[src/rtl/move_entry_ctrl.sv]
// Purpose: synchronize/debounce raw enter_L and newGame_L, and turn each enter press into one moveValid or moveErr pulse.
// Latency: a raw edge sampled at edge k yields its output pulse registered at edge k+2+DEBOUNCE_CYCLES.
// Backpressure: none; a press seen while ready is low is consumed as moveErr and is not retried.
module move_entry_ctrl #(
    parameter int DEBOUNCE_CYCLES = 4
) (
    input  logic       clock,
    input  logic       reset,
    input  logic       enter_L,
    input  logic       newGame_L,
    input  logic [3:0] hMove,
    input  logic [8:0] taken,
    input  logic       ready,
    output logic       moveValid,
    output logic [3:0] moveOut,
    output logic       moveErr,
    output logic       newGame
);

    localparam int CW = $clog2(DEBOUNCE_CYCLES + 1);
    localparam logic [CW-1:0] CNT_MAX = CW'(DEBOUNCE_CYCLES - 1);

    typedef enum logic {IDLE = 1'b0, HELD = 1'b1} state_t;

    // Synchronizer flops (released level is 1)
    logic enter_s1_q, enter_s2_q, ng_s1_q, ng_s2_q;
    // Debouncer state
    logic          enter_db_q, enter_db_d;
    logic [CW-1:0] enter_cnt_q, enter_cnt_d;
    logic          ng_db_q, ng_db_d;
    logic [CW-1:0] ng_cnt_q, ng_cnt_d;
    logic          ng_db_prev_q;
    // FSM and registered outputs
    state_t        state_q, state_d;
    logic          move_valid_q, move_valid_d;
    logic          move_err_q, move_err_d;
    logic          new_game_q, new_game_d;
    logic [3:0]    move_out_q, move_out_d;

    // Combinational helpers for the legality check
    logic       in_range;
    logic [3:0] taken_idx;
    logic       taken_hit;
    logic       move_legal;

    // Two-flop synchronizers for both raw switches
    always_ff @(posedge clock or posedge reset) begin
        if (reset) begin
            enter_s1_q <= 1'b1;
            enter_s2_q <= 1'b1;
            ng_s1_q    <= 1'b1;
            ng_s2_q    <= 1'b1;
        end else begin
            enter_s1_q <= enter_L;
            enter_s2_q <= enter_s1_q;
            ng_s1_q    <= newGame_L;
            ng_s2_q    <= ng_s1_q;
        end
    end

    // Debounce: the level only follows s after DEBOUNCE_CYCLES consecutive differing cycles
    always_comb begin
        enter_db_d  = enter_db_q;
        enter_cnt_d = '0;
        if (enter_s2_q != enter_db_q) begin
            if (enter_cnt_q == CNT_MAX) begin
                enter_db_d = enter_s2_q;
            end else begin
                enter_cnt_d = enter_cnt_q + CW'(1);
            end
        end

        ng_db_d  = ng_db_q;
        ng_cnt_d = '0;
        if (ng_s2_q != ng_db_q) begin
            if (ng_cnt_q == CNT_MAX) begin
                ng_db_d = ng_s2_q;
            end else begin
                ng_cnt_d = ng_cnt_q + CW'(1);
            end
        end
    end

    // Debouncer registers plus delayed newGame level for falling-edge detection
    always_ff @(posedge clock or posedge reset) begin
        if (reset) begin
            enter_db_q   <= 1'b1;
            enter_cnt_q  <= '0;
            ng_db_q      <= 1'b1;
            ng_cnt_q     <= '0;
            ng_db_prev_q <= 1'b1;
        end else begin
            enter_db_q   <= enter_db_d;
            enter_cnt_q  <= enter_cnt_d;
            ng_db_q      <= ng_db_d;
            ng_cnt_q     <= ng_cnt_d;
            ng_db_prev_q <= ng_db_q;
        end
    end

    // Legal move: ready, hMove in 1..9, and that number not yet taken; the taken lookup is gated by range
    always_comb begin
        in_range   = (hMove != 4'd0) && (hMove <= 4'd9);
        taken_idx  = hMove - 4'd1;
        taken_hit  = 1'b0;
        if (in_range) begin
            taken_hit = taken[taken_idx];
        end
        move_legal = ready && in_range && !taken_hit;
    end

    // Press FSM: one action per debounced press; newGame pre-empts a coincident move
    always_comb begin
        state_d      = state_q;
        move_valid_d = 1'b0;
        move_err_d   = 1'b0;
        move_out_d   = move_out_q;
        new_game_d   = ng_db_prev_q && !ng_db_q;
        unique case (state_q)
            IDLE: begin
                if (!enter_db_q) begin
                    state_d = HELD;
                    if (!new_game_d) begin
                        if (move_legal) begin
                            move_valid_d = 1'b1;
                            move_out_d   = hMove;
                        end else begin
                            move_err_d = 1'b1;
                        end
                    end
                end
            end
            HELD: begin
                if (enter_db_q) begin
                    state_d = IDLE;
                end
            end
            default: state_d = IDLE;
        endcase
    end

    // FSM state and registered output pulses
    always_ff @(posedge clock or posedge reset) begin
        if (reset) begin
            state_q      <= IDLE;
            move_valid_q <= 1'b0;
            move_err_q   <= 1'b0;
            new_game_q   <= 1'b0;
            move_out_q   <= 4'd0;
        end else begin
            state_q      <= state_d;
            move_valid_q <= move_valid_d;
            move_err_q   <= move_err_d;
            new_game_q   <= new_game_d;
            move_out_q   <= move_out_d;
        end
    end

    assign moveValid = move_valid_q;
    assign moveErr   = move_err_q;
    assign newGame   = new_game_q;
    assign moveOut   = move_out_q;

endmodule

[config.mk]
export PLATFORM = sky130hd
export DESIGN_NAME = move_entry_ctrl
export DESIGN_NICKNAME = d
export VERILOG_FILES = /design/src/rtl/move_entry_ctrl.sv
export SDC_FILE = /design/constraint.sdc
export NUM_CORES = 1
export LEC_CHECK = 0
export CELL_PAD_IN_SITES_DETAIL_PLACEMENT = 1
export CELL_PAD_IN_SITES_GLOBAL_PLACEMENT = 2
export CORE_MARGIN = 2
export CORE_UTILIZATION = 33
export DETAILED_ROUTE_END_ITERATION = 16
export PLACE_DENSITY_LB_ADDON = 0.1
export SKIP_LAST_GASP = 1
export SLEW_MARGIN = 15
export SYNTH_ARGS = -nofsm -noshare
export SYNTH_HDL_FRONTEND = slang
export SYNTH_SLANG_ARGS = --single-unit
[constraint.sdc]
create_clock -name clock -period 3.1 [get_ports clock]
set_input_delay 0.31 -clock clock [delete_from_list [all_inputs] [get_ports clock]]
set_output_delay 0.31 -clock clock [all_outputs]
set_load 0.02 [all_outputs]
==> results of run 1 <==
-- report_power, final --
group          internal, mW  switching (mW)
Clock                0.0490          0.0824
Sequential            0.374          0.0441
Combinational         0.174           0.129
-- logic make-up after synthesis --
| group | share of synthesized area, % |
|---|---|
| fa+ha+maj | 5.435 |
| simple gates | 13.32 |
| flops | 58.02 |
| buf+inv | 2.853 |
| compound gates | 3.124 |
| mux | 13.45 |
| xor+xnor | 3.804 |
-- cells in the mapped netlist, drive strengths merged --
master	count
xnor2	4
nand3	2
nor3b	4
mux2	5
ha	4
or2b	1
o211ai	1
dfstp	7
and2b	1
nor2b	2
mux4	2
o22ai	1
and2	1
nand2b	2
and3b	1
dfrtp	14
and4	1
o21ai	1
a21oi	1
nor3	3
inv	4
buf	1
nand2	1
-- flip-flops by register name, indices dropped and copies added, names as in the netlist --
| name | flops |
|---|---|
| moveOut | 4 |
| enter_cnt_q | 3 |
| ng_cnt_q | 3 |
| enter_db_q | 1 |
| enter_s1_q | 1 |
| enter_s2_q | 1 |
| moveErr | 1 |
| moveValid | 1 |
| newGame | 1 |
| ng_db_prev_q | 1 |
| ng_db_q | 1 |
| ng_s1_q | 1 |
| ng_s2_q | 1 |
| state_q | 1 |
-- final cells by class --
cell class	instances	share of cell area, %
clock buffers	3	1.848
clock inverters	1	0.6160
inverters	4	1.232
multi-input cells	38	29.57
flip-flops and latches	21	43.84
well taps	31	3.183
repair buffers	24	19.71
-- per-stage QoR --
stage	power, mW	cell area (um^2)	util (%)	hold slack, ns	setup WS [ns]
floorplan	0.6026	920.9	-	0.2813	1.245
global placement	0.7298	1189	43.86	0.3462	0.4421
detailed placement	0.7346	1189	43.86	0.3479	0.3853
CTS	0.8694	1219	44.97	0.3662	0.7243
global route	0.9139	1219	44.97	0.3698	0.6461
finish	0.8524	1219	44.97	0.3644	0.7291
-- worst max-delay path by stage --
stage,cells past startpoint,to,start
after CTS,8,moveOut[0],hMove[0]
final,8,moveOut[0],hMove[0]
after global placement,8,moveOut[0],hMove[0]
after floorplan,8,moveOut[0],hMove[1]
after global routing,8,moveOut[0],hMove[0]
after detailed placement,8,moveOut[0],hMove[0]
-- per-layer routing --
layer	vias up	GRT usage (%)	wire, um
li1	278	-	-
met1	303	13.70	634
met2	18	18.11	786
met3	2	3.226	85
met4	0	5.980	27
met5	-	0	0
-- critical path, stage by stage --
cell and delay [ns]:
sky130_fd_sc_hd__clkdlybuf4s50_1 0.61, sky130_fd_sc_hd__inv_1 0.08, sky130_fd_sc_hd__ha_1 0.33, sky130_fd_sc_hd__mux4_1 0.27, sky130_fd_sc_hd__nand2b_1 0.16, sky130_fd_sc_hd__o211ai_2 0.07
sky130_fd_sc_hd__and4_1 0.41, sky130_fd_sc_hd__mux2_4 0.33
==> results.txt, run 1 <==
- Number of nets produced by synthesis: 86
- At the worst endpoint, the required time is approximately 3.3 ns.
- After clock tree synthesis, the setup repair step added 0 buffers.
* Power Dens Cells: 699.4 nW/um^2
- Non-Filler Instances: 122
* Instance count along the most critical hold path: 0
- In this run the number of H-tree levels came out at 1.
- Max-cap violations in this run came to 0.
* Fill cell total of the finished layout: 292
- Setup clock skew after layout: 0.003221 ns
* Tot GR Track Use: about 11%
- The congestion estimate from routability-driven global placement came to 0.7156.
- Nature of the critical path endpoint: flip-flop
- Achievable frequency: approximately 420 MHz
- Synth-to-layout area growth: 32.34%
- The post-route netlist has a little under a fifth of its cells at a drive strength greater than 1.
* Quantity of gates resized following cts: 0
- Register-to-register path setup slack: about 1.4 ns
* Port buffer count: 24
- The number of global-route vias before repair is around 620.
- Crit Reg-Reg Endpoint: moveOut[0]
- The core region is approximately 2700 um^2.
* Cell area after technology mapping: about 900 um^2
- Synth warn: 0
- Clock-pin slew was measured on the worst setup and hold paths at between 0.1 and 0.15 ns.
- Final WL: 1.534 mm
* Clock latency reported for the late side of the worst-skew pair: about 0.30 ns
- In this run the most critical hold path is launched from enter_s1_q.
- The analysis attributes to cell leakage a power of approximately 0.52 nW.
- Maximum resistive drop on vdd: approximately 0.00032 V
- The die covers roughly 3200 um^2.
- Number of clock sinks: 21
- Number of routed nets with antenna violations: 0
- Sequential elements use 58.02% of the synthesized area.
* Initial core utilization: between 30% and 40%
- Max Transition Viols Final: 0
* Maximum number of pins on one net before global-route repair: 22
* Buffer levels on the longest clock path: 2
- First-pass GRT wire length: between 2 and 3 mm
- Adding up every negative setup slack in the final design gives 0 ns.
- The library cells used most frequently in the layout, excluding fill and tap cells, are sky130_fd_sc_hd__clkdlybuf4s50_1, sky130_fd_sc_hd__dfrtp_1, sky130_fd_sc_hd__dfstp_2.
* Result of the run: completed
- In this run the clock root is driven by a sky130_fd_sc_hd__clkbuf_4.
- HPWL Detailed: between 1 and 1.5 mm
* Startpoint types: input pin
- Critical Setup Path Class: input pin to flip-flop
- Post-DR vias/cell: about 4.9
- A synthesized cell averages about 14 um^2.
* Routed wire length per instance: about 13 um
- Setup repair after global routing left no endpoint under its margin.
* Number of DRC violations after detailed-routing iteration 0: 3
* Cells after synthesis: 64
* Class of the worst hold path: flip-flop to flip-flop
- CTS tree: built
- In this run the critical register-to-register path is launched from ng_db_q.
* Cells taking the most area after synthesis: sky130_fd_sc_hd__dfrtp_1, sky130_fd_sc_hd__dfstp_2, sky130_fd_sc_hd__mux2_4
* Largest area contributor in the netlist: sky130_fd_sc_hd__dfrtp_1
* Number of placement rows: 19
- Cell Count Post-Placement: 118
- After layout, the minimum clock period comes to 2.371 ns.
- The worst pin sits at a relative slew slack of about half.
- For hold timing, the worst endpoint is enter_s2_q.
- Setup-violating endpoint count in the final report: 0
- R2R depth: 4
* Number of antenna violations at the first check in global routing: 0
- Total congestion overflow after global routing: 0
- The final hold violation count came to 0.
* Slew of the pin with the lowest slew margin: around 0.74 ns
- CTS Hold Buffers Added: 0
- Number of antenna repair diodes: 0
- Yosys top cell area share: a little under two fifths
* Pre-Repair DR Iteration Count: 2
- Period utilization: between 70% and 80%
- The library cell used most frequently in the layout, excluding fill and tap cells, is sky130_fd_sc_hd__clkdlybuf4s50_1.
* # DRC: 0
- The net count of the finished layout is ~110.
- For this design the top-level I/O count stands at 25.
- Yosys reg bits: 21
* Data arrival time of the critical path: roughly 2.6 ns
* Seq. cell area: approximately 530 um^2
- The multi-input combinational cells in the finished layout cover a total of between 300 and 400 um^2.
* Chip width: between 50 and 60 um
- Critical-path maximum fanout: 7
- The detailed router placed 601 vias in this run.
- Clock tree synthesis inserted a total of 3 buffers.
* Height of the chip: roughly 57 um
* Number of distinct library cells after synthesis: 24
Note: power is estimated with default switching activity, not from simulation.
==> inputs of run 2 (changes only) <==
CORE_UTILIZATION = 31   (was 33)
clock period = 2.45 ns   (was 3.1 ns; I/O delays follow)
==> run 2 against run 1 <==
Effect of this change: final cell count rose by 1.6%; sequential power rose by 27%; worst setup slack got worse by 0.52 ns.
==> results.txt, run 2 (synthesis results as in run 1) <==
- The footprint of the multi-input gates was 360.3 um^2 (unchanged).
* Kind of cell adding the most delay to the critical path: buffers and inverters
- Buffer levels on the longest clock path: 2 (unchanged)
- Via count of the first global-routing pass: 661 (+6.8%)
- In this run the worst hold path is classified as input pin to flip-flop.
- The pin count of the biggest net entering global routing was 22 (unchanged).
- Period utilization: about nine tenths
- CTS HTree Levels: 1 (unchanged)
- Setup repair after global routing left no endpoint under its margin.
- Cell Count Post-Placement: 120 (+1.7%)
- Power Dens Cells: 884.0 nW/um^2 (+26%)
- Startpoint types: input pin
- Number of routed nets with antenna violations: 0 (unchanged)
- HPWL Detailed: 1.370 mm (+7.1%)
- Critical hold path startpoint: enter_L
* First-pass GRT wire length: 3.015 mm (+10%)
- The number of hold buffers added after CTS is 0 (unchanged).
* Part of the total power dissipated in sequential elements: 48.6% (-0.5 points)
* Critical-path maximum fanout: 5 (-2)
- Number of hold violations in the final report: 0 (unchanged)
- DP Worst Slack: -0.1278 ns (-0.5131 ns)
* Routed wire length per instance: 13.77 um (+9.5%)
* Final WL: 1.708 mm (+11%)
- Setup-violating endpoint count in the final report: 0 (unchanged)
- The post-detailed-route via-to-cell ratio came to 4.710 (-4.4%).
- Setup clock skew after layout: 0.006324 ns (+0.003102 ns)
- Initial core utilization: 33.11% (-0.87 points)
- Clk slew on worst S/H paths: 0.11 ns (about the same)
- Number of antenna violations at the first check in global routing: 0 (unchanged)
- Port buffer count: 24 (unchanged)
- The worst setup path is captured at a flip-flop.
* Final WS setup: 0.2105 ns (-0.5185 ns)
- The buffering stage count on the worst path with inverters included came to 2 (unchanged).
* Clk network pwr share: 15.3% (about the same)
* Num CTS Buffers: 3 (unchanged)
- The worst hold slack across all endpoints was 0.3388 ns (-0.02559 ns).
* Switching Fraction: 30.15% (+0.18 points)
- Time the final worst path needs with I/O delays and setup: approximately 2.2 ns
* Core region area: 2781 um^2 (+2.6%)
- Die footprint: 3423 um^2 (+6.0%)
* Result of the run: completed
* Number of top-level pins: 25 (unchanged)
- Chip width: 58.51 um (+3.0%)
- On the critical path, the stage with the largest delay is an instance of sky130_fd_sc_hd__clkdlybuf4s50_1.
- Leaving out fill and tap cells, the most frequent cell in the layout is sky130_fd_sc_hd__clkdlybuf4s50_1.
- Tot GR Track Use: 11.97% (+0.68 points)
- In the layout the commonest cells are sky130_fd_sc_hd__clkdlybuf4s50_1, sky130_fd_sc_hd__dfrtp_1, sky130_fd_sc_hd__dfstp_2.
- Slew of the pin with the lowest slew margin: 0.7672 ns (+0.03138 ns)
- The data required time at the worst endpoint is 2.65 ns (-0.65 ns).
- CTS tree: built
- Largest incremental delay on the critical path: 0.56 ns (-0.05 ns)
- The count of buffers added by post-CTS timing repair for setup was 0 (unchanged).
* Aggregate negative setup slack: 0 ns (unchanged)
* Leakage power: 0.5356 nW (+2.0%)
* Data arrival time of the critical path: 2.44 ns (-0.13 ns)
- Number of antenna repair diodes: 0 (unchanged)
- Clock latency reported for the late side of the worst-skew pair: 0.30 ns (about the same)
* Weighted congestion reported at the end of routability-driven placement: 0.6760 (-5.5%)
- Critical Setup Path Class: input pin to flip-flop
- The max-slew violation count came to 0 (unchanged).
- Total congestion overflow after global routing: 0 (unchanged)
- Height of the chip: 58.51 um (+3.0%)
- The overall via count from detail_route came to 584 (-2.8%).
- Non-Filler Instances: 124 (+1.6%)
- The sequential cell area came to 534.3 um^2 (unchanged).
- Pre-Repair DR Iteration Count: 2 (unchanged)
- The total clock sinks is 21 (unchanged).
- The fill cell total of the finished layout came to 299 (+2.4%).
- Number of placement rows: 19 (unchanged)
- Derived from the worst setup path, the maximum achievable clock frequency is roughly 450 MHz.
- The ratio of cells with drive above 1 in the final layout is 19.35% (+0.67 points).
- Total power after layout: 1.087 mW (+28%)
- The cell sitting at the root of the clock tree is a sky130_fd_sc_hd__clkbuf_4.
- Synth-to-layout area growth: 33.56%
- Maximum resistive drop on vdd: 0.0005142 V (+61%)
* # DRC: 0 (unchanged)
* Slew Limit Headroom: 48.80% (-2.1 points)
- Max Cap Viol: 0 (unchanged)
- The net switching component of the power was 0.3278 mW (+28%).
- Combinational cell fraction of total power: 36.0% (+0.5 points)
- # nets final: 116 (+1.8%)
- Setup crit start: hMove[0]
- Startpoint of the worst-slack reg-to-reg timing path: ng_db_q
- Register-to-register path setup slack: 0.79 ns (-0.63 ns)
- The number of resized instances in the post-cts repair step was 0 (unchanged).
- The iteration-0 DRC count of the detailed router is 1 (-2).
- The flip-flop count of the largest register, all copies and words added was 4 (unchanged).
- Traced cell by cell, the critical path runs through clkdlybuf4s50_1 -> inv_1 -> ha_1 -> mux4_1 -> nand2b_1 -> o211ai_2 -> and4_1 -> mux2_4.
- The internal cell power is 0.7595 mW (+27%).
==> run 2: changes by cell type in the layout (fill, tap and decap cells not counted), sizes merged <==
cell,before,now
buf,0,2
clkinvlp,1,0
clkbuf,3,4
==> run 2: power by group through the flow <==
stage / clock network, mW / logic [mW] / registers (mW)
final: 0.167 / 0.392 / 0.529
after global routing: 0.189 / 0.435 / 0.545
after CTS: 0.177 / 0.401 / 0.531
after detailed placement: 0 / 0.396 / 0.540
after global placement: 0 / 0.394 / 0.539
after floorplan: 0 / 0.177 / 0.586
==> run 2: path summary, 6_finish.rpt <==
kind                                   to  cells after the start
max in group asynchronous  enter_cnt_q[2]                      2
setup reg to reg               moveOut[1]                      4
min in group asynchronous      moveOut[3]                      2
hold / removal                 enter_s1_q                      1
setup / recovery               moveOut[1]                      8
hold reg to reg                   ng_s2_q                      0
==> run 2: area by class of cell <==
type	instances	share of cell area [%]
multi-input combinational	38	29.30
inverter	4	1.221
tap	31	3.154
clock buffer	4	2.136
timing repair buffer	26	20.75
sequential	21	43.44
==> run 2: stage by stage <==
stage,area [um^2],util [%]
floorplan,920.9,-
detailed placement,1204,43.27
CTS,1230,44.22
global route,1230,44.22
finish,1230,44.22
global placement,1204,43.27
==> run 2: worst reg2reg max path, stage by stage, from the launching register on <==
cell                      delay (ns)
sky130_fd_sc_hd__dfstp_2        0.58
sky130_fd_sc_hd__nor2b_1        0.06
sky130_fd_sc_hd__nor3_1         0.17
sky130_fd_sc_hd__and4_1         0.40
sky130_fd_sc_hd__mux2_4         0.33
==> run 2: per-layer routing <==
| metal | up-vias | GRT usage, % | share of wire [%] |
|---|---|---|---|
| met5 | - | 0 | 0 |
| met4 | 0 | 2.990 | 0.76 |
| met3 | 2 | 4.615 | 5.8 |
| met2 | 17 | 19.74 | 51 |
| met1 | 283 | 14.75 | 43 |
| li1 | 282 | - | - |
==> inputs of run 3 (changes only) <==
CORE_ASPECT_RATIO = 1.2   (was default)
MAX_ROUTING_LAYER = met4   (was default)
==> run 3 against run 2 <==
Effect of this change: die area about the same; first-iteration DRC count rose to 5.0 times the previous value; routed wire length up 1.9%.
==> results.txt, run 3 (synthesis results as in run 1) <==
- Buffer levels on the longest clock path: 2 (unchanged)
- The relative slew slack came to 48.45% (-0.34 points).
* Result of the run: completed
* Most used cells in the layout excluding fill and tap cells: sky130_fd_sc_hd__clkdlybuf4s50_1, sky130_fd_sc_hd__dfrtp_1, sky130_fd_sc_hd__dfstp_2
- Height of the chip: 63.71 um (+8.9%)
- Max Cap Viol: 0 (unchanged)
- The number of global-route vias before repair is 680 (+2.9%).
- The power density normalized to cell area is 874.6 nW/um^2 (-1.1%).
* Number of antenna repair diodes: 0 (unchanged)
- In this run the clock root is driven by a sky130_fd_sc_hd__clkbuf_4.
* Number of clock sinks: 21 (unchanged)
- Data arrival time of the critical path: 2.40 ns (-0.04 ns)
* Register-to-register path setup slack: 0.79 ns (about the same)
- Number of placement rows: 21 (+2)
- Min Hold Slack: 0.3439 ns (+0.005119 ns)
* Max Transition Viols Final: 0 (unchanged)
* Die footprint: 3424 um^2 (about the same)
* HPWL Detailed: 1.437 mm (+4.9%)
* Routed wire length per instance: 13.59 um (-1.3%)
* Setup fix buffers added after clock tree synthesis: 0 (unchanged)
- Initial core utilization: 32.75% (-0.35 points)
* Startpoint of the worst-slack reg-to-reg timing path: ng_db_q
- The clock tree skew after final layout is 0.002314 ns (-0.004009 ns).
- The iteration-0 DRC count of the detailed router is 5 (+4).
* Synth-to-layout area growth: 34.78%
- Dpl cell area: 1215 um^2 (+0.94%)
* CTS Hold Buffers Added: 0 (unchanged)
* Critical hold path startpoint: enter_L
- The initial antenna violation count was 0 (unchanged).
- # nets final: 117 (+0.86%)
- Setup repair after global routing left no endpoint under its margin.
* Num CTS Buffers: 3 (unchanged)
- Pre-Repair DR Iteration Count: 2 (unchanged)
* Kind of cell adding the most delay to the critical path: buffers and inverters
- The count of cells along the worst hold path was 1 (unchanged).
- Number of flip-flops in the largest register: 4 (unchanged)
- First-pass GRT wire length: 2.849 mm (-5.5%)
* Fill cell total of the finished layout: 298 (-0.33%)
- The static leakage came to 0.5410 nW (+1.0%).
- The worst setup path is launched from an input pin.
* Layout cells sized above 1: 20.21% (+0.86 points)
* Multi-input combinational cell area: 360.3 um^2 (unchanged)
- Largest incremental delay on the critical path: 0.54 ns (-0.02 ns)
* Design Area, Final: 1241 um^2 (+0.92%)
* Setup-violating endpoint count in the final report: 0 (unchanged)
- The pin count of the biggest net entering global routing is 22 (unchanged).
- The placeable core region was 2811 um^2 (+1.1%).
- Buf+Inv Stages, Crit Path: 2 (unchanged)
- The worst-margin pin slew is 0.7724 ns (+0.005150 ns).
- Non-Filler Instances: 128 (+3.2%)
- Maximum resistive drop on vdd: 0.0004245 V (-17%)
- Clock latency reported for the late side of the worst-skew pair: 0.29 ns (about the same)
- The last weighted congestion value of the routability-driven placer came to 0.6733 (-0.40%).
- Quantity of gates resized following cts: 0 (unchanged)
- Chip width: 53.76 um (-8.1%)
- Grt met3 use: 2.133% (-2.5 points)
* Number of routed nets with antenna violations: 0 (unchanged)
* Post-DR vias/cell: 4.664 (-0.97%)
* Highest-delay cell along the critical path: sky130_fd_sc_hd__clkdlybuf4s50_1
- The number of remaining DRC errors is 0 (unchanged).
* Final WL: 1.740 mm (+1.9%)
* Met2 track demand over resource in global routing: 20.12% (+0.38 points)
- Class of the worst hold path: input pin to flip-flop
- Leaving out fill and tap cells, the most frequent cell in the layout is sky130_fd_sc_hd__clkdlybuf4s50_1.
- TritonCTS built the clock tree.
- Number of hold violations in the final report: 0 (unchanged)
- The total global routing track utilization was 12.05% (+0.084 points).
* Critical-path maximum fanout: 5 (unchanged)
- Top Usage Layer GRT: met2
- Critical Setup Path Class: input pin to flip-flop
- The achievable clock frequency came to 452.3 MHz (+1.3%).
- The global route total overflow is 0 (unchanged).
- The final cycle utilization of the critical path was 90.25% (-1.2 points).
- Global routing usage on met1: 12.90% (-1.9 points)
- Post-layout util: 44.15% (-0.072 points)
* R2R depth: 4 (unchanged)
- The clock-pin slew on the worst setup and hold paths was 0.11 ns (about the same).
- The number of input and output port buffers inserted came to 24 (unchanged).
- Nature of the critical path endpoint: flip-flop
- Walking the worst path, the cells encountered are clkdlybuf4s50_1 -> inv_1 -> ha_1 -> mux4_1 -> nand2b_1 -> o211ai_2 -> and4_1 -> mux2_4.
* Crit Reg-Reg Endpoint: moveOut[3]
* Cell Count Post-Placement: 124 (+3.3%)
- For hold timing, the worst endpoint is enter_s1_q.
* Seq. cell area: 534.3 um^2 (unchanged)
- The clock period minus worst slack came to 2.211 ns (-0.02832 ns).
- Data required time at the worst endpoint: 2.64 ns (about the same)
- The number of ports placed on the die boundary is 25 (unchanged).
- Routed vias: 597 (+2.2%)
* CTS HTree Levels: 1 (unchanged)
run 3: worst max path at each step:
| stage | from | to | slack (ns) | depth (start not counted) |
|---|---|---|---|---|
| after floorplan | hMove[1] | moveOut[0] | 0.66 | 8 |
| after global placement | hMove[0] | moveOut[1] | -0.03 | 8 |
| after detailed placement | hMove[0] | moveOut[2] | -0.09 | 8 |
| after CTS | hMove[0] | moveOut[0] | 0.23 | 8 |
| after global routing | hMove[0] | moveOut[1] | 0.18 | 8 |
| final | hMove[0] | moveOut[3] | 0.24 | 8 |
run 3: final cells by class:
class	instances	area share (%)
Sequential cell	21	43.04
Multi-Input combinational cell	38	29.03
Timing Repair Buffer	27	21.17
Tap cell	34	3.427
Clock buffer	4	2.117
Inverter	4	1.210
run 3: per-stage QoR:
step	power, mW	worst slack, ns	TNS (ns)
global placement	0.9289	-0.02526	-0.08501
CTS	1.107	0.2332	0
detailed placement	0.9424	-0.09480	-0.3725
finish	1.086	0.2389	0
floorplan	0.7625	0.6604	0
global route	1.159	0.1766	0
run 3: worst register-to-register path: cells and delay by family, from the launching register on:
family / cells / cell delay [ns]
flip-flops: 1 / 0.58
multiplexers: 1 / 0.33
AND/OR/NAND/NOR: 3 / 0.65
run 3: power breakdown:
group | switching, mW | total [mW] | internal [mW]
Combinational | 0.165 | 0.389 | 0.224
Sequential | 0.0608 | 0.535 | 0.474
Clock | 0.0978 | 0.161 | 0.0633
Total | 0.324 | 1.09 | 0.762
run 3: routing by layer:
metal | share of wire (%) | vias up
li1 | - | 282
met1 | 40 | 295
met2 | 55 | 18
met3 | 3.8 | 2
met4 | 1.6 | 0
met5 | 0 | -
